**config.mk**
```make
export PLATFORM = sky130hd
export DESIGN_NAME = axi_trace_decoder_flat
export DESIGN_NICKNAME = d
export VERILOG_FILES = /design/src/rtl/trace_fmt_pkg.sv /design/src/rtl/axi_trace_decoder_if.sv /design/src/rtl/trace_beat_assembler.sv /design/src/rtl/axi_trace_decoder.sv /design/src/flat_wrapper.sv
export SDC_FILE = /design/constraint.sdc
export NUM_CORES = 1
export LEC_CHECK = 0
export ABC_AREA = 1
export CORE_AREA = 2 2 369 371
export CTS_CLUSTER_SIZE = 30
export DETAILED_ROUTE_END_ITERATION = 8
export DIE_AREA = 0 0 371 373
export GPL_TIMING_DRIVEN = 0
export MAX_ROUTING_LAYER = met4
export PLACE_DENSITY = 0.39
export SETUP_SLACK_MARGIN = 0.1
export SYNTH_ARGS = -nofsm -noshare
export SYNTH_HDL_FRONTEND = slang
export SYNTH_SLANG_ARGS = --single-unit
```
**constraint.sdc**
```tcl
create_clock -name clk -period 2.8 [get_ports clk]
set_input_delay 0.84 -clock clk [delete_from_list [all_inputs] [get_ports clk]]
set_output_delay 0.84 -clock clk [all_outputs]
set_load 0.02 [all_outputs]
```
**src/rtl/trace_fmt_pkg.sv**
```systemverilog
// Trace package geometry shared by the trace encoder and decoder: beat size,
// derived package length/beat count, and field offsets (AR..B, MSB to LSB).
package trace_fmt_pkg;

  localparam int BEAT_W = 512;
  localparam int KEEP_W = 64;
  localparam int NUM_CH = 5;

  // Also the bit index of each channel in the pending mask.
  typedef enum logic [2:0] {
    CH_AR = 3'd0,
    CH_AW = 3'd1,
    CH_R  = 3'd2,
    CH_W  = 3'd3,
    CH_B  = 3'd4
  } chan_e;

  localparam int DEF_A_W = 64;
  localparam int DEF_R_W = 64;
  localparam int DEF_W_W = 64;
  localparam int DEF_B_W = 64;

  function automatic int package_len(input int a_w, input int r_w,
                                     input int w_w, input int b_w);
    return 2 * a_w + r_w + w_w + b_w;
  endfunction

  function automatic int package_beats(input int a_w, input int r_w,
                                       input int w_w, input int b_w);
    return (package_len(a_w, r_w, w_w, b_w) + BEAT_W - 1) / BEAT_W;
  endfunction

  function automatic int field_lsb(input chan_e ch, input int a_w, input int r_w,
                                   input int w_w, input int b_w);
    int lsb;
    case (ch)
      CH_B:    lsb = 0;
      CH_W:    lsb = b_w;
      CH_R:    lsb = b_w + w_w;
      CH_AW:   lsb = b_w + w_w + r_w;
      CH_AR:   lsb = b_w + w_w + r_w + a_w;
      default: lsb = 0;
    endcase
    return lsb;
  endfunction

  localparam int B_LSB  = 0;
  localparam int W_LSB  = B_LSB + DEF_B_W;
  localparam int R_LSB  = W_LSB + DEF_W_W;
  localparam int AW_LSB = R_LSB + DEF_R_W;
  localparam int AR_LSB = AW_LSB + DEF_A_W;

endpackage

```
**src/rtl/axi_trace_decoder_if.sv**
```systemverilog
// Trace beat input plus the five per-channel record outputs of the decoder.
interface axi_trace_decoder_if
  import trace_fmt_pkg::*;
#(
  parameter int A_W = 64,
  parameter int R_W = 64,
  parameter int W_W = 64,
  parameter int B_W = 64
);
  logic              i_valid;
  logic              i_ready;
  logic [BEAT_W-1:0] i_data;
  logic [KEEP_W-1:0] i_keep;
  logic              i_last;

  logic           ar_valid;
  logic           ar_ready;
  logic [A_W-1:0] ar_payload;
  logic           aw_valid;
  logic           aw_ready;
  logic [A_W-1:0] aw_payload;
  logic           r_valid;
  logic           r_ready;
  logic [R_W-1:0] r_payload;
  logic           w_valid;
  logic           w_ready;
  logic [W_W-1:0] w_payload;
  logic           b_valid;
  logic           b_ready;
  logic [B_W-1:0] b_payload;

  // Trace source / record sinks.
  modport master (
    output i_valid, i_data, i_keep, i_last,
    output ar_ready, aw_ready, r_ready, w_ready, b_ready,
    input  i_ready,
    input  ar_valid, ar_payload, aw_valid, aw_payload, r_valid, r_payload,
    input  w_valid, w_payload, b_valid, b_payload
  );

  // Decoder side.
  modport slave (
    input  i_valid, i_data, i_keep, i_last,
    input  ar_ready, aw_ready, r_ready, w_ready, b_ready,
    output i_ready,
    output ar_valid, ar_payload, aw_valid, aw_payload, r_valid, r_payload,
    output w_valid, w_payload, b_valid, b_payload
  );
endinterface

```
**src/rtl/trace_beat_assembler.sv**
```systemverilog
// Shifts trace beats into the package buffer (first beat ends up on top),
// counts beats, flags keep/truncation errors and pulses on a completed package.
module trace_beat_assembler
  import trace_fmt_pkg::*;
#(
  parameter int BEATS = 1
) (
  input  logic                    clk,
  input  logic                    rst,
  input  logic                    beat_accept,
  input  logic [BEAT_W-1:0]       beat_data,
  input  logic [KEEP_W-1:0]       beat_keep,
  input  logic                    beat_last,
  output logic                    pkg_done,
  output logic [BEATS*BEAT_W-1:0] pkg_buf,
  output logic [BEATS*BEAT_W-1:0] pkg_buf_next,
  output logic [1:0]              err
);
  localparam int BUF_W = BEATS * BEAT_W;
  localparam int CNT_W = (BEATS > 1) ? $clog2(BEATS) : 1;
  localparam logic [CNT_W-1:0] LAST_IDX = CNT_W'(BEATS - 1);

  logic [CNT_W-1:0] beat_cnt_q, beat_cnt_d;
  logic [BUF_W-1:0] pkg_buf_q, pkg_buf_d;
  logic [1:0]       err_q, err_d;
  logic [BUF_W-1:0] shifted;
  logic             final_beat;

  generate
    if (BEATS == 1) begin : g_single
      assign shifted = beat_data;
    end else begin : g_multi
      assign shifted = {pkg_buf_q[BUF_W-BEAT_W-1:0], beat_data};
    end
  endgenerate

  assign final_beat = beat_accept && (beat_cnt_q == LAST_IDX);

  always_comb begin
    beat_cnt_d = beat_cnt_q;
    pkg_buf_d  = pkg_buf_q;
    err_d      = err_q;
    if (beat_accept) begin
      // Bad keep is only reported; the beat is still used as-is.
      pkg_buf_d = shifted;
      if (beat_keep != '1) begin
        err_d[0] = 1'b1;
      end
      if (final_beat || beat_last) begin
        beat_cnt_d = '0;
      end else begin
        beat_cnt_d = beat_cnt_q + 1'b1;
      end
      if (beat_last && !final_beat) begin
        err_d[1] = 1'b1;
      end
    end
  end

  always_ff @(posedge clk) begin
    if (rst) begin
      beat_cnt_q <= '0;
      pkg_buf_q  <= '0;
      err_q      <= '0;
    end else begin
      beat_cnt_q <= beat_cnt_d;
      pkg_buf_q  <= pkg_buf_d;
      err_q      <= err_d;
    end
  end

  assign pkg_done     = final_beat;
  assign pkg_buf      = pkg_buf_q;
  assign pkg_buf_next = pkg_buf_d;
  assign err          = err_q;

endmodule

```
**src/rtl/axi_trace_decoder.sv**
```systemverilog
// Receive side of the AXI trace path: reassembles trace packages and splits
// them into AR/AW/R/W/B records, each drained on its own valid/ready port.
module axi_trace_decoder
  import trace_fmt_pkg::*;
#(
  parameter int A_PAYLOAD_FORMATTED_WIDTH = DEF_A_W,
  parameter int R_PAYLOAD_FORMATTED_WIDTH = DEF_R_W,
  parameter int W_PAYLOAD_FORMATTED_WIDTH = DEF_W_W,
  parameter int B_PAYLOAD_FORMATTED_WIDTH = DEF_B_W
) (
  input  logic                clk,
  input  logic                rst,
  axi_trace_decoder_if.slave  bus,
  output logic [31:0]         pkg_count,
  output logic [1:0]          err
);
  localparam int A_W     = A_PAYLOAD_FORMATTED_WIDTH;
  localparam int R_W     = R_PAYLOAD_FORMATTED_WIDTH;
  localparam int W_W     = W_PAYLOAD_FORMATTED_WIDTH;
  localparam int B_W     = B_PAYLOAD_FORMATTED_WIDTH;
  localparam int PKG_LEN = package_len(A_W, R_W, W_W, B_W);
  localparam int BEATS   = package_beats(A_W, R_W, W_W, B_W);
  localparam int BUF_W   = BEATS * BEAT_W;

  // The default geometry uses the exact offsets the encoder is built with.
  localparam bit DEFAULT_GEOM = (A_W == DEF_A_W) && (R_W == DEF_R_W) &&
                                (W_W == DEF_W_W) && (B_W == DEF_B_W);
  localparam int AR_LSB_P = DEFAULT_GEOM ? AR_LSB : field_lsb(CH_AR, A_W, R_W, W_W, B_W);
  localparam int AW_LSB_P = DEFAULT_GEOM ? AW_LSB : field_lsb(CH_AW, A_W, R_W, W_W, B_W);
  localparam int R_LSB_P  = DEFAULT_GEOM ? R_LSB  : field_lsb(CH_R,  A_W, R_W, W_W, B_W);
  localparam int W_LSB_P  = DEFAULT_GEOM ? W_LSB  : field_lsb(CH_W,  A_W, R_W, W_W, B_W);
  localparam int B_LSB_P  = DEFAULT_GEOM ? B_LSB  : field_lsb(CH_B,  A_W, R_W, W_W, B_W);

  localparam logic [0:0] ST_COLLECT = 1'b0;
  localparam logic [0:0] ST_DRAIN   = 1'b1;

  logic [0:0]        state_q, state_d;
  logic [NUM_CH-1:0] pending_q, pending_d;
  logic [31:0]       pkg_count_q, pkg_count_d;

  logic              beat_accept;
  logic              pkg_done;
  logic [BUF_W-1:0]  pkg_buf;
  logic [BUF_W-1:0]  pkg_buf_next;
  logic [NUM_CH-1:0] present_next;
  logic [NUM_CH-1:0] ready_vec;
  logic [NUM_CH-1:0] fire;

  assign bus.i_ready = (state_q == ST_COLLECT);
  assign beat_accept = bus.i_valid && bus.i_ready;

  trace_beat_assembler #(
    .BEATS (BEATS)
  ) u_assembler (
    .clk          (clk),
    .rst          (rst),
    .beat_accept  (beat_accept),
    .beat_data    (bus.i_data),
    .beat_keep    (bus.i_keep),
    .beat_last    (bus.i_last),
    .pkg_done     (pkg_done),
    .pkg_buf      (pkg_buf),
    .pkg_buf_next (pkg_buf_next),
    .err          (err)
  );

  // Presence is judged on the buffer as it will be after the final beat, so
  // records are valid the cycle right after that beat is accepted.
  assign present_next[CH_AR] = |pkg_buf_next[AR_LSB_P +: A_W];
  assign present_next[CH_AW] = |pkg_buf_next[AW_LSB_P +: A_W];
  assign present_next[CH_R]  = |pkg_buf_next[R_LSB_P  +: R_W];
  assign present_next[CH_W]  = |pkg_buf_next[W_LSB_P  +: W_W];
  assign present_next[CH_B]  = |pkg_buf_next[B_LSB_P  +: B_W];

  assign ready_vec[CH_AR] = bus.ar_ready;
  assign ready_vec[CH_AW] = bus.aw_ready;
  assign ready_vec[CH_R]  = bus.r_ready;
  assign ready_vec[CH_W]  = bus.w_ready;
  assign ready_vec[CH_B]  = bus.b_ready;

  assign fire = pending_q & ready_vec;

  always_comb begin
    state_d     = state_q;
    pending_d   = pending_q;
    pkg_count_d = pkg_count_q;
    if (state_q == ST_COLLECT) begin
      if (pkg_done) begin
        pending_d = present_next;
        if (present_next == '0) begin
          pkg_count_d = pkg_count_q + 32'd1;
        end else begin
          state_d = ST_DRAIN;
        end
      end
    end else begin
      pending_d = pending_q & ~fire;
      if (pending_d == '0) begin
        pkg_count_d = pkg_count_q + 32'd1;
        state_d     = ST_COLLECT;
      end
    end
  end

  always_ff @(posedge clk) begin
    if (rst) begin
      state_q     <= ST_COLLECT;
      pending_q   <= '0;
      pkg_count_q <= '0;
    end else begin
      state_q     <= state_d;
      pending_q   <= pending_d;
      pkg_count_q <= pkg_count_d;
    end
  end

  assign bus.ar_valid   = pending_q[CH_AR];
  assign bus.aw_valid   = pending_q[CH_AW];
  assign bus.r_valid    = pending_q[CH_R];
  assign bus.w_valid    = pending_q[CH_W];
  assign bus.b_valid    = pending_q[CH_B];

  assign bus.ar_payload = pending_q[CH_AR] ? pkg_buf[AR_LSB_P +: A_W] : '0;
  assign bus.aw_payload = pending_q[CH_AW] ? pkg_buf[AW_LSB_P +: A_W] : '0;
  assign bus.r_payload  = pending_q[CH_R]  ? pkg_buf[R_LSB_P  +: R_W] : '0;
  assign bus.w_payload  = pending_q[CH_W]  ? pkg_buf[W_LSB_P  +: W_W] : '0;
  assign bus.b_payload  = pending_q[CH_B]  ? pkg_buf[B_LSB_P  +: B_W] : '0;

  assign pkg_count = pkg_count_q;

  // Pad bits above the package are deliberately ignored.
  generate
    if (PKG_LEN < BUF_W) begin : g_pad
      logic pad_unused;
      assign pad_unused = ^{pkg_buf[BUF_W-1:PKG_LEN], pkg_buf_next[BUF_W-1:PKG_LEN]};
    end
  endgenerate

endmodule
```
**src/flat_wrapper.sv**
```systemverilog
// flat-port wrapper written by rule: the top's interface ports become plain ports
module axi_trace_decoder_flat import trace_fmt_pkg::*;
#(
  parameter int A_PAYLOAD_FORMATTED_WIDTH = DEF_A_W,
  parameter int R_PAYLOAD_FORMATTED_WIDTH = DEF_R_W,
  parameter int W_PAYLOAD_FORMATTED_WIDTH = DEF_W_W,
  parameter int B_PAYLOAD_FORMATTED_WIDTH = DEF_B_W
)
  (clk, rst, pkg_count, err, bus_i_valid, bus_i_data, bus_i_keep, bus_i_last, bus_ar_ready, bus_aw_ready, bus_r_ready, bus_w_ready, bus_b_ready, bus_i_ready, bus_ar_valid, bus_ar_payload, bus_aw_valid, bus_aw_payload, bus_r_valid, bus_r_payload, bus_w_valid, bus_w_payload, bus_b_valid, bus_b_payload);
  axi_trace_decoder_if bus_i ();
  input  logic clk;
  input  logic rst;
  output logic [31:0] pkg_count;
  output logic [1:0] err;
  input wire logic [$bits(bus_i.i_valid)-1:0] bus_i_valid;
  input wire logic [$bits(bus_i.i_data)-1:0] bus_i_data;
  input wire logic [$bits(bus_i.i_keep)-1:0] bus_i_keep;
  input wire logic [$bits(bus_i.i_last)-1:0] bus_i_last;
  input wire logic [$bits(bus_i.ar_ready)-1:0] bus_ar_ready;
  input wire logic [$bits(bus_i.aw_ready)-1:0] bus_aw_ready;
  input wire logic [$bits(bus_i.r_ready)-1:0] bus_r_ready;
  input wire logic [$bits(bus_i.w_ready)-1:0] bus_w_ready;
  input wire logic [$bits(bus_i.b_ready)-1:0] bus_b_ready;
  output wire logic [$bits(bus_i.i_ready)-1:0] bus_i_ready;
  output wire logic [$bits(bus_i.ar_valid)-1:0] bus_ar_valid;
  output wire logic [$bits(bus_i.ar_payload)-1:0] bus_ar_payload;
  output wire logic [$bits(bus_i.aw_valid)-1:0] bus_aw_valid;
  output wire logic [$bits(bus_i.aw_payload)-1:0] bus_aw_payload;
  output wire logic [$bits(bus_i.r_valid)-1:0] bus_r_valid;
  output wire logic [$bits(bus_i.r_payload)-1:0] bus_r_payload;
  output wire logic [$bits(bus_i.w_valid)-1:0] bus_w_valid;
  output wire logic [$bits(bus_i.w_payload)-1:0] bus_w_payload;
  output wire logic [$bits(bus_i.b_valid)-1:0] bus_b_valid;
  output wire logic [$bits(bus_i.b_payload)-1:0] bus_b_payload;
  assign bus_i.i_valid = bus_i_valid;
  assign bus_i.i_data = bus_i_data;
  assign bus_i.i_keep = bus_i_keep;
  assign bus_i.i_last = bus_i_last;
  assign bus_i.ar_ready = bus_ar_ready;
  assign bus_i.aw_ready = bus_aw_ready;
  assign bus_i.r_ready = bus_r_ready;
  assign bus_i.w_ready = bus_w_ready;
  assign bus_i.b_ready = bus_b_ready;
  assign bus_i_ready = bus_i.i_ready;
  assign bus_ar_valid = bus_i.ar_valid;
  assign bus_ar_payload = bus_i.ar_payload;
  assign bus_aw_valid = bus_i.aw_valid;
  assign bus_aw_payload = bus_i.aw_payload;
  assign bus_r_valid = bus_i.r_valid;
  assign bus_r_payload = bus_i.r_payload;
  assign bus_w_valid = bus_i.w_valid;
  assign bus_w_payload = bus_i.w_payload;
  assign bus_b_valid = bus_i.b_valid;
  assign bus_b_payload = bus_i.b_payload;
  axi_trace_decoder #(.A_PAYLOAD_FORMATTED_WIDTH(A_PAYLOAD_FORMATTED_WIDTH), .R_PAYLOAD_FORMATTED_WIDTH(R_PAYLOAD_FORMATTED_WIDTH), .W_PAYLOAD_FORMATTED_WIDTH(W_PAYLOAD_FORMATTED_WIDTH), .B_PAYLOAD_FORMATTED_WIDTH(B_PAYLOAD_FORMATTED_WIDTH)) u_core (.clk(clk), .rst(rst), .bus(bus_i), .pkg_count(pkg_count), .err(err));
endmodule
```
==> reports/summary.md, run 1 <==
The flow ran to the end, but the final reports show violations. The final reports fail on negative setup slack. The H-tree was split into 2 levels.

The TritonCTS sink count is 361, and the die boundary width is 371 um. The total overflow reported by the global router is 0, and the placeable core area is 0.1346 mm2. The count of vias placed by the detailed router came out at 22557. Startpoint-to-endpoint class of the critical path: flip-flop to flip-flop.

TritonCTS built the clock tree. At the pin with the least slew margin, the transition time is 1.332 ns. For the worst setup slack after layout, the log shows -0.2449 ns.

The static leakage power is 17.72 nW, and the depth of the worst register-to-register path is 20. The total area of multi-input combinational cells was 0.009294 mm2; the cell depth of the worst min-delay path was 2. Measured against its own limit, the worst slew margin works out to 11.19%. The later pin in the worst-skew pair is clocked with a latency of 0.66 ns.

For this run, the share of the core covered by cells in the final layout is 24.70%. Largest net degree at the start of global routing: 15. In this run the most critical hold path is launched from u_core.u_assembler.err[1]. The number of antenna violations at the first check in global routing was 37; the flip-flop and latch count after synthesis was 361. Fill cells in the final layout number 15233. First-pass GRT wire length: 173.2 mm. The tools report the number of primary I/O pins as 945.

The number of maximum-capacitance violations was 0; the maximum single-stage delay on the critical path was 0.40 ns. The number of pins with negative max-slew slack in the final report is 0, and the number of placed instances, taps included is 5687. In this run, CTS created clock tree buffers numbering 51. Global routing consumed, over all layers together, 18.58% of the routing resources. Synthesis produced a netlist with a net count of 3742. The final worst clock skew was 0.05222 ns; the number of failing hold endpoints at the final stage was 0. Once detail routing completed, the nets flagged for antenna violations numbered 0.

After detailed routing, the number of vias per cell comes to 3.828. Sort of element at the end of the critical path: a flip-flop. Compared with the post-synthesis result, the final layout area differs by 80.10%. In the routed design, unresolved DRC markers number 0. Walking the worst path, the cells encountered are inv_8 > nand2_8 > bufbuf_16 > buf_12 > buf_12 > nand2_1 > o21ai_1 > nand4_1 > nor2_1 > nand2_1 > nor2_2 > nand2_4 > nor2_4 > nand3_4 > nand2_8 > buf_12 > clkbuf_16 > nand3_1 > nand2_1 > nor2_1. The run gives 0 as the hold buffer count at CTS. Of all nets on the critical path, the largest fanout is 7. The count of input and output buffers works out to 750. The final instance count without filler cells is 5892, and the layout cell share with drive strength beyond 1 is 20.83%. The worst path uses 108.7% of the clock period. Average footprint of a synthesized cell: 5.849 um2. Before antenna repair, the detailed router went through 5 iterations. For the worst setup path, the data required time is 3.31 ns. Hold timing on the final database bottoms out at a slack of 0.4716 ns.

The number of global-route vias before repair is 22279. The effective utilization at floorplan was 13.71%. The floorplan has 135 rows. Derived from the worst setup path, the maximum achievable clock frequency is 0.3284 GHz. The final estimated routing congestion in global placement came out at 0.8551. Setup repair after global routing could not meet its margin everywhere. The logs give 26 for the distinct cell type count of the synthesized netlist and 1389 for the initial detailed-routing violation count. For this design the ratio of total power to cell area is 516.3 mW/mm2. After clock tree synthesis, the clock-pin slew on the worst setup and hold paths is 0.05 ns. The post-detailed-placement half-perimeter wirelength was 101.8 mm; the total number of yosys warnings was 0. Startpoint kind of the worst setup timing path: a flip-flop.

In this run the critical register-to-register path is launched from u_core.state_q. The final layout contains 4632 nets. The slowest stage of the critical path belongs to the cell sky130_fd_sc_hd__dfxtp_4. The total wire length after detailed routing came out at 131.7 mm. In this run the deepest clock path goes through 3 buffers. The path class of the tightest hold or removal check is flip-flop to flip-flop.

The number of failing setup endpoints in the final timing report is 32. Height of the die: 373 um. CTS placed an instance of sky130_fd_sc_hd__clkbuf_16 at the clock tree root. The run gives 0.0004268 V as the maximum vdd drop. Final routed wire length divided by cell count: 22.36 um. For the data arrival time of the worst path, the log shows 3.55 ns. The tools report the cell area after synthesis as 0.01846 mm2. Counting every instance in the synthesized netlist gives 3156.

The smallest clock period supported by the final layout is computed as 3.045 ns. The most critical setup path has its startpoint at u_core.state_q. The share of the yosys chip area belonging to registers was 39.15%; the area of the die was 0.1384 mm2.

The sequential cells in the finished layout cover a total of 0.007251 mm2.
==> registers in the layout, indices dropped and copies added, names as in the netlist <==
register and cells:
u_core.u_assembler.beat_cnt_q 1, u_core.pending_q 5, u_core.u_assembler.err 2, u_core.pkg_count 32
u_core.u_assembler.pkg_buf 320, u_core.state_q 1
==> worst max-delay path: cells and delay by family, from the launching register on <==
kind,cells,cell delay [ns]
buffers and inverters,6,0.87
AO/OA/AOI/OAI,1,0.10
flip-flops,1,0.40
AND/OR/NAND/NOR,13,1.53
==> cells in the mapped netlist <==
library cell	count	share of area, %
sky130_fd_sc_hd__dfxtp_1	361	39
sky130_fd_sc_hd__nand2_1	1178	24
sky130_fd_sc_hd__and3_1	1	0.034
sky130_fd_sc_hd__a21oi_1	129	3.5
sky130_fd_sc_hd__nor3_1	7	0.19
sky130_fd_sc_hd__nand3_1	54	1.5
sky130_fd_sc_hd__nor2_1	415	8.4
sky130_fd_sc_hd__nand4_1	38	1.3
sky130_fd_sc_hd__buf_1	7	0.14
sky130_fd_sc_hd__clkbuf_1	87	1.8
sky130_fd_sc_hd__inv_1	643	13
sky130_fd_sc_hd__o21ai_0	116	3.1
sky130_fd_sc_hd__nand3b_1	10	0.41
sky130_fd_sc_hd__a31oi_1	1	0.034
sky130_fd_sc_hd__ha_1	1	0.068
sky130_fd_sc_hd__nand2_4	1	0.061
sky130_fd_sc_hd__or2_2	4	0.14
sky130_fd_sc_hd__buf_6	1	0.061
sky130_fd_sc_hd__nor4_1	6	0.20
sky130_fd_sc_hd__nand2_2	1	0.034
sky130_fd_sc_hd__nor4b_1	1	0.047
sky130_fd_sc_hd__buf_4	15	0.61
sky130_fd_sc_hd__inv_2	2	0.041
sky130_fd_sc_hd__o21ai_1	27	0.73
sky130_fd_sc_hd__o211ai_1	5	0.20
sky130_fd_sc_hd__buf_2	45	1.2
==> layer usage <==
metal | global-route usage, % | routed length (um)
met1 | 23.64 | 60350
met2 | 28.92 | 58840
met3 | 4.862 | 9413
met4 | 4.981 | 3115
met5 | - | 0
==> final timing paths <==
kind	end	slack [ns]
worst max-delay path	u_core.pkg_count[4]	-0.24
worst min-delay path	u_core.u_assembler.err[1]	0.47
worst max register to register	u_core.pkg_count[4]	-0.24
worst min register to register	u_core.u_assembler.err[1]	0.47
==> where the power goes <==
group	switching [W]	internal (W)
sequential	0.000266	0.00551
combinational	0.00254	0.00190
clock	0.00282	0.00412
total	0.00563	0.0115
==> repair_timing <==
action,in CTS,in global routing
endpoints found under the setup margin,365,199
pin swaps,25,60
gates resized for setup,1712,435
gates cloned,12,16
buffers inserted,48,16
==> cell families (layout without fill, tap and decap cells) <==
| logic type | after synthesis | count (layout) | synth area share [%] |
|---|---|---|---|
| fa+ha+maj | 1 | 1 | 0.06777 |
| flops | 361 | 361 | 39.15 |
| compound gates | 278 | 278 | 7.612 |
| other cells | 0 | 26 | 0 |
| buf+inv | 800 | 1728 | 16.92 |
| simple gates | 1716 | 1717 | 36.25 |
==> metrics by stage <==
| stage | instance area, um2 | setup slack (ns) | TNS, ns | power [W] |
|---|---|---|---|---|
| after floorplan | 18670 | 0.08068 | 0 | 0.007477 |
| after global placement | 28410 | -1.977 | -367.96 | 0.009500 |
| after detailed placement | 28410 | -1.997 | -279.37 | 0.009505 |
| after CTS | 31870 | -0.2689 | -6.786 | 0.01711 |
| after global routing | 33240 | -0.3995 | -12.01 | 0.01796 |
| final | 33250 | -0.2449 | -6.954 | 0.01717 |
==> area by class of cell <==
type / instances / share of cell area, %
clock buffers: 76 / 4.452
plain buffers: 154 / 6.085
multi-input cells: 1996 / 27.95
flip-flops and latches: 361 / 21.81
well taps: 1781 / 6.703
repair buffers: 837 / 24.66
diodes: 26 / 0.1957
clock inverters: 16 / 0.7527
inverters: 645 / 7.391
==> cells in the final DEF (no fill, tap or decap), types with 6 or more instances in the layout <==
cell type / netlist / final
sky130_fd_sc_hd__a21oi_1: 129 / 124
sky130_fd_sc_hd__buf_12: 0 / 46
sky130_fd_sc_hd__buf_16: 0 / 11
sky130_fd_sc_hd__buf_2: 45 / 117
sky130_fd_sc_hd__buf_4: 15 / 65
sky130_fd_sc_hd__buf_6: 1 / 96
sky130_fd_sc_hd__buf_8: 0 / 23
sky130_fd_sc_hd__clkbuf_1: 87 / 50
sky130_fd_sc_hd__clkbuf_16: 0 / 85
sky130_fd_sc_hd__clkbuf_2: 0 / 30
sky130_fd_sc_hd__clkbuf_4: 0 / 9
sky130_fd_sc_hd__clkbuf_8: 0 / 28
sky130_fd_sc_hd__clkdlybuf4s15_1: 0 / 14
sky130_fd_sc_hd__clkdlybuf4s15_2: 0 / 22
sky130_fd_sc_hd__clkdlybuf4s50_1: 0 / 422
sky130_fd_sc_hd__dfxtp_1: 361 / 354
sky130_fd_sc_hd__dfxtp_4: 0 / 6
sky130_fd_sc_hd__diode_2: 0 / 26
sky130_fd_sc_hd__dlygate4sd2_1: 0 / 41
sky130_fd_sc_hd__inv_1: 643 / 580
sky130_fd_sc_hd__inv_2: 2 / 54
sky130_fd_sc_hd__inv_4: 0 / 8
sky130_fd_sc_hd__nand2_1: 1178 / 1073
sky130_fd_sc_hd__nand2_2: 1 / 45
sky130_fd_sc_hd__nand2_4: 1 / 56
sky130_fd_sc_hd__nand2_8: 0 / 7
sky130_fd_sc_hd__nand3_1: 54 / 23
sky130_fd_sc_hd__nand3_2: 0 / 30
sky130_fd_sc_hd__nand3b_1: 10 / 10
sky130_fd_sc_hd__nand4_1: 38 / 38
sky130_fd_sc_hd__nor2_1: 415 / 374
sky130_fd_sc_hd__nor2_2: 0 / 26
sky130_fd_sc_hd__nor2_4: 0 / 15
sky130_fd_sc_hd__nor3_1: 7 / 7
sky130_fd_sc_hd__nor4_1: 6 / 6
sky130_fd_sc_hd__o21ai_0: 116 / 57
sky130_fd_sc_hd__o21ai_1: 27 / 47
sky130_fd_sc_hd__o21ai_2: 0 / 34
Note: power is estimated with default switching activity, not from simulation.
==> inputs of run 2 (changes only) <==
--- a/config.mk
+++ b/config.mk
@@ -7,6 +7,7 @@
 export LEC_CHECK = 0
 export ABC_AREA = 1
 export CORE_AREA = 2 2 369 371
+export CTS_BUF_LIST = sky130_fd_sc_hd__clkbuf_8
 export CTS_CLUSTER_SIZE = 30
 export DETAILED_ROUTE_END_ITERATION = 8
 export DIE_AREA = 0 0 371 373
==> run 2 against run 1 <==
  * Critical endpoint unchanged
  * Sequential cell count did not move
  * The run still ends with negative setup slack left
  * Via count rose by 2.8%
  * Sequential share of layout area fell by 0.98 points
  * Global-route usage rose by 0.48 points
  * Worst setup slack improved by 0.029 ns
  * Highest routed layer unchanged
==> reports/summary.md, run 2 (synthesis gave the netlist of run 1 again) <==
The layout cell share with drive strength beyond 1 is 27.01% (was 20.83%), and the measured slew at the worst slew-check pin is 1.304 ns (was 1.332 ns). The beginning of the worst register-to-register path is u_core.state_q (unchanged). Number of pins with negative max-slew slack in the final report: 0 (unchanged). Total number of placement rows: 135 (unchanged). The height of the die was 373 um (unchanged).

The total power per unit cell area came out at 486.7 mW/mm2 (was 516.3 mW/mm2). The largest net degree at the start of global routing is 14 (was 15). Worst path cell trace: inv_8 > nand2_8 > buf_12 > buf_8 > nand2_1 > o21ai_1 > nand4_1 > nor2_1 > nand2_1 > nor2_1 > nand2_2 > nor2_4 > nand3_4 > nand2_8 > bufbuf_16 > a21oi_1 > nor2_1 (was inv_8 > nand2_8 > bufbuf_16 > buf_12 > buf_12 > nand2_1 > o21ai_1 > nand4_1 > nor2_1 > nand2_1 > nor2_2 > nand2_4 > nor2_4 > nand3_4 > nand2_8 > buf_12 > clkbuf_16 > nand3_1 > nand2_1 > nor2_1).

The final routed wire length divided by cell count works out to 22.12 um (was 22.36 um). Setup repair after global routing could not meet its margin everywhere. The number of buffers between clock root and the deepest sink was 3 (unchanged).

Total wire length after detailed routing: 132.8 mm (was 131.7 mm). The worst min-delay path class was flip-flop to flip-flop (unchanged). The tools report the H-tree depth as 3 (was 2). Most frequent cells in the layout: sky130_fd_sc_hd__nand2_1 (983), sky130_fd_sc_hd__inv_1 (493), sky130_fd_sc_hd__clkdlybuf4s50_1 (417) (was sky130_fd_sc_hd__nand2_1 (1073), sky130_fd_sc_hd__inv_1 (580), sky130_fd_sc_hd__clkdlybuf4s50_1 (422)).

The clock insertion delay at the later pin of the skew report is 0.81 ns (was 0.66 ns), and the number of failing hold endpoints at the final stage is 0 (unchanged). The number of global-route vias before repair was 22912 (was 22279); the final critical delay including setup and external delays was 3.016 ns (was 3.045 ns). The number of primary I/O pins came out at 945 (unchanged). The logs give 0 (unchanged) for the number of maximum-capacitance violations and 3.50 ns (was 3.31 ns) for the worst path required time. Depth of the worst register-to-register path: 17 (was 20). Count of input and output buffers: 750 (unchanged). The tools report the final instance count without filler cells as 6006 (was 5892). TritonCTS built the clock tree.

The run gives 82 (was 51) as the TritonCTS buffer count. The run gives 25.85% (was 24.70%) as the final design utilization. The total routing resource utilization after global routing is 19.06% (was 18.58%). The launch instance of the worst min-delay path is u_core.u_assembler.err[1] (unchanged). The standard cell with the maximum stage delay on the critical path is sky130_fd_sc_hd__dfxtp_4 (unchanged). The reg-to-reg endpoint is u_core.pkg_count[4] (unchanged). The remaining antenna violation count is 0 (unchanged).

Reg2reg setup slack: -0.22 ns (was -0.24 ns). The first-pass GRT wire length was 177.2 mm (was 173.2 mm); the TritonCTS sink count was 361 (unchanged). Remaining design rule violation count: 0 (unchanged). The number of placed instances, taps included was 5687 (unchanged); the maximum single-stage delay on the critical path was 0.41 ns (was 0.40 ns).

The count of vias placed by the detailed router is 23188 (was 22557). The worst setup slack after layout was -0.2157 ns (was -0.2449 ns). The sort of element at the end of the critical path was a flip-flop (unchanged).

By instance count, the cell type seen most on the critical path is sky130_fd_sc_hd__nor2_1. The total overflow reported by the global router came out at 0 (unchanged). The run finished, with violations left.

The initial detailed-routing violation count was 1342 (was 1389); the number of failing setup endpoints in the final timing report was 63 (was 32). Number of flip-flops under the largest register name: 320 (unchanged). The placeable core area was 0.1346 mm2 (unchanged); the worst slew margin relative to its limit was 13.06% (was 11.19%).

The maximum vdd drop was 0.0002764 V (was 0.0004268 V). The final estimated routing congestion in global placement is 0.8551 (unchanged). The data arrival time of the worst path came out at 3.71 ns (was 3.55 ns). The average via count per standard cell was 3.861 (was 3.828). The cell depth of the worst min-delay path was 2 (unchanged). The die boundary width works out to 371 um (unchanged). Violations in the final reports: negative setup slack (unchanged). The worst-path maximum fanout is 10 (was 7), and the post-detailed-placement half-perimeter wirelength is 101.8 mm (unchanged). The logs give 4736 (was 4632) for the number of nets at the end of the flow and 28 (was 37) for the number of antenna violations at the first check in global routing. The logs give 18.87 nW (was 17.72 nW) for the static leakage power and 13.71% (unchanged) for the effective utilization at floorplan. Leading cell type in the layout, fill and taps excluded: sky130_fd_sc_hd__nand2_1 (unchanged). The startpoint kind of the worst setup timing path was a flip-flop (unchanged). The hold buffer count at CTS was 0 (unchanged); the clock slew at the register clock pins of the worst setup and hold paths was 0.06 ns (was 0.05 ns). The terminating pin of the worst hold path is u_core.u_assembler.err[1] (unchanged).

The startpoint-to-endpoint class of the critical path was flip-flop to flip-flop (unchanged). The iteration count of the initial detailed-routing pass was 5 (unchanged); the synthesis-to-layout area growth was 88.54% (was 80.10%). The root cell of the clock tree is sky130_fd_sc_hd__clkbuf_8 (was sky130_fd_sc_hd__clkbuf_16).

The post-route clock period utilization was 107.7% (was 108.7%); the fmax was 0.3316 GHz (was 0.3284 GHz). Area of the die: 0.1384 mm2 (unchanged). The final worst clock skew came out at 0.06348 ns (was 0.05222 ns).
==> run 2: worst max-delay path by stage <==
stage,from,end,cells past startpoint
finish,u_core.state_q,u_core.pkg_count[4],17
global route,u_core.state_q,u_core.pkg_count[9],18
CTS,u_core.state_q,u_core.pkg_count[4],17
detailed placement,bus_i_valid,u_core.pkg_count[12],17
global placement,bus_i_valid,u_core.pkg_count[12],17
floorplan,bus_i_valid,u_core.pkg_count[22],21
==> run 2: area by class of cell <==
| type | instances | area (um2) |
|---|---|---|
| diodes | 26 | 65.06 |
| plain buffers | 153 | 1942 |
| clock buffers | 91 | 1252 |
| clock inverters | 42 | 361.6 |
| fillers | 15157 | 99820 |
| inverters | 645 | 2497 |
| multi-input cells | 1997 | 9731 |
| flip-flops and latches | 361 | 7249 |
| well taps | 1781 | 2228 |
| repair buffers | 910 | 9478 |
==> run 2: layer usage <==
layer  vias up  share of wire (%)  GRT usage [%]
li1      11310                  -              -
met1     10905                 45          24.18
met2       834                 45          29.67
met3       139                7.4          5.450
met4         0                2.2          4.515
met5         -                  0              -
==> run 2: critical path, delay by kind of cell, from the launching register on <==
| kind | cells | cell delay (ns) |
|---|---|---|
| and+or+nand+nor | 11 | 1.64 |
| DFF | 1 | 0.41 |
| buffers and inverters | 4 | 0.70 |
| AOI/OAI and AO/OA | 2 | 0.18 |
==> run 2: metrics by stage <==
stage	hold WS (ns)	cell area [um2]	total power, W	worst slack, ns	TNS, ns
after detailed placement	0.4564	28410	0.009505	-1.997	-279.37
after global placement	0.4521	28410	0.009500	-1.977	-367.96
after global routing	0.4391	34800	0.01779	-0.4216	-25.44
after floorplan	0.4385	18670	0.007477	0.08068	0
final	0.4682	34800	0.01694	-0.2157	-5.763
after CTS	0.3427	32560	0.01669	-0.2981	-46.78
==> run 2: power breakdown <==
part	total, W	leakage [nW]	internal (W)	switching (W)
registers	0.00584	2.98	0.00552	0.000324
clock network	0.00639	0.920	0.00344	0.00295
logic	0.00471	15.0	0.00209	0.00262
==> run 2: what timing repair did <==
action / CTS / global route
pin swaps: 13 / 19
hold endpoints to repair: 0 / 0
gates cloned: 18 / 8
resized for setup: 1707 / 1120
setup endpoints to repair: 398 / 381
setup buffers: 68 / 76
==> inputs of run 3 (changes only) <==
--- a/config.mk
+++ b/config.mk
@@ -6,6 +6,7 @@
 export NUM_CORES = 1
 export LEC_CHECK = 0
 export ABC_AREA = 1
+export ABC_CLOCK_PERIOD_IN_PS = 2800
 export CORE_AREA = 2 2 369 371
 export CTS_BUF_LIST = sky130_fd_sc_hd__clkbuf_8
 export CTS_CLUSTER_SIZE = 30
==> results of run 3 <==
No change in the layout: final DEF, timing and power equal those of run 2.
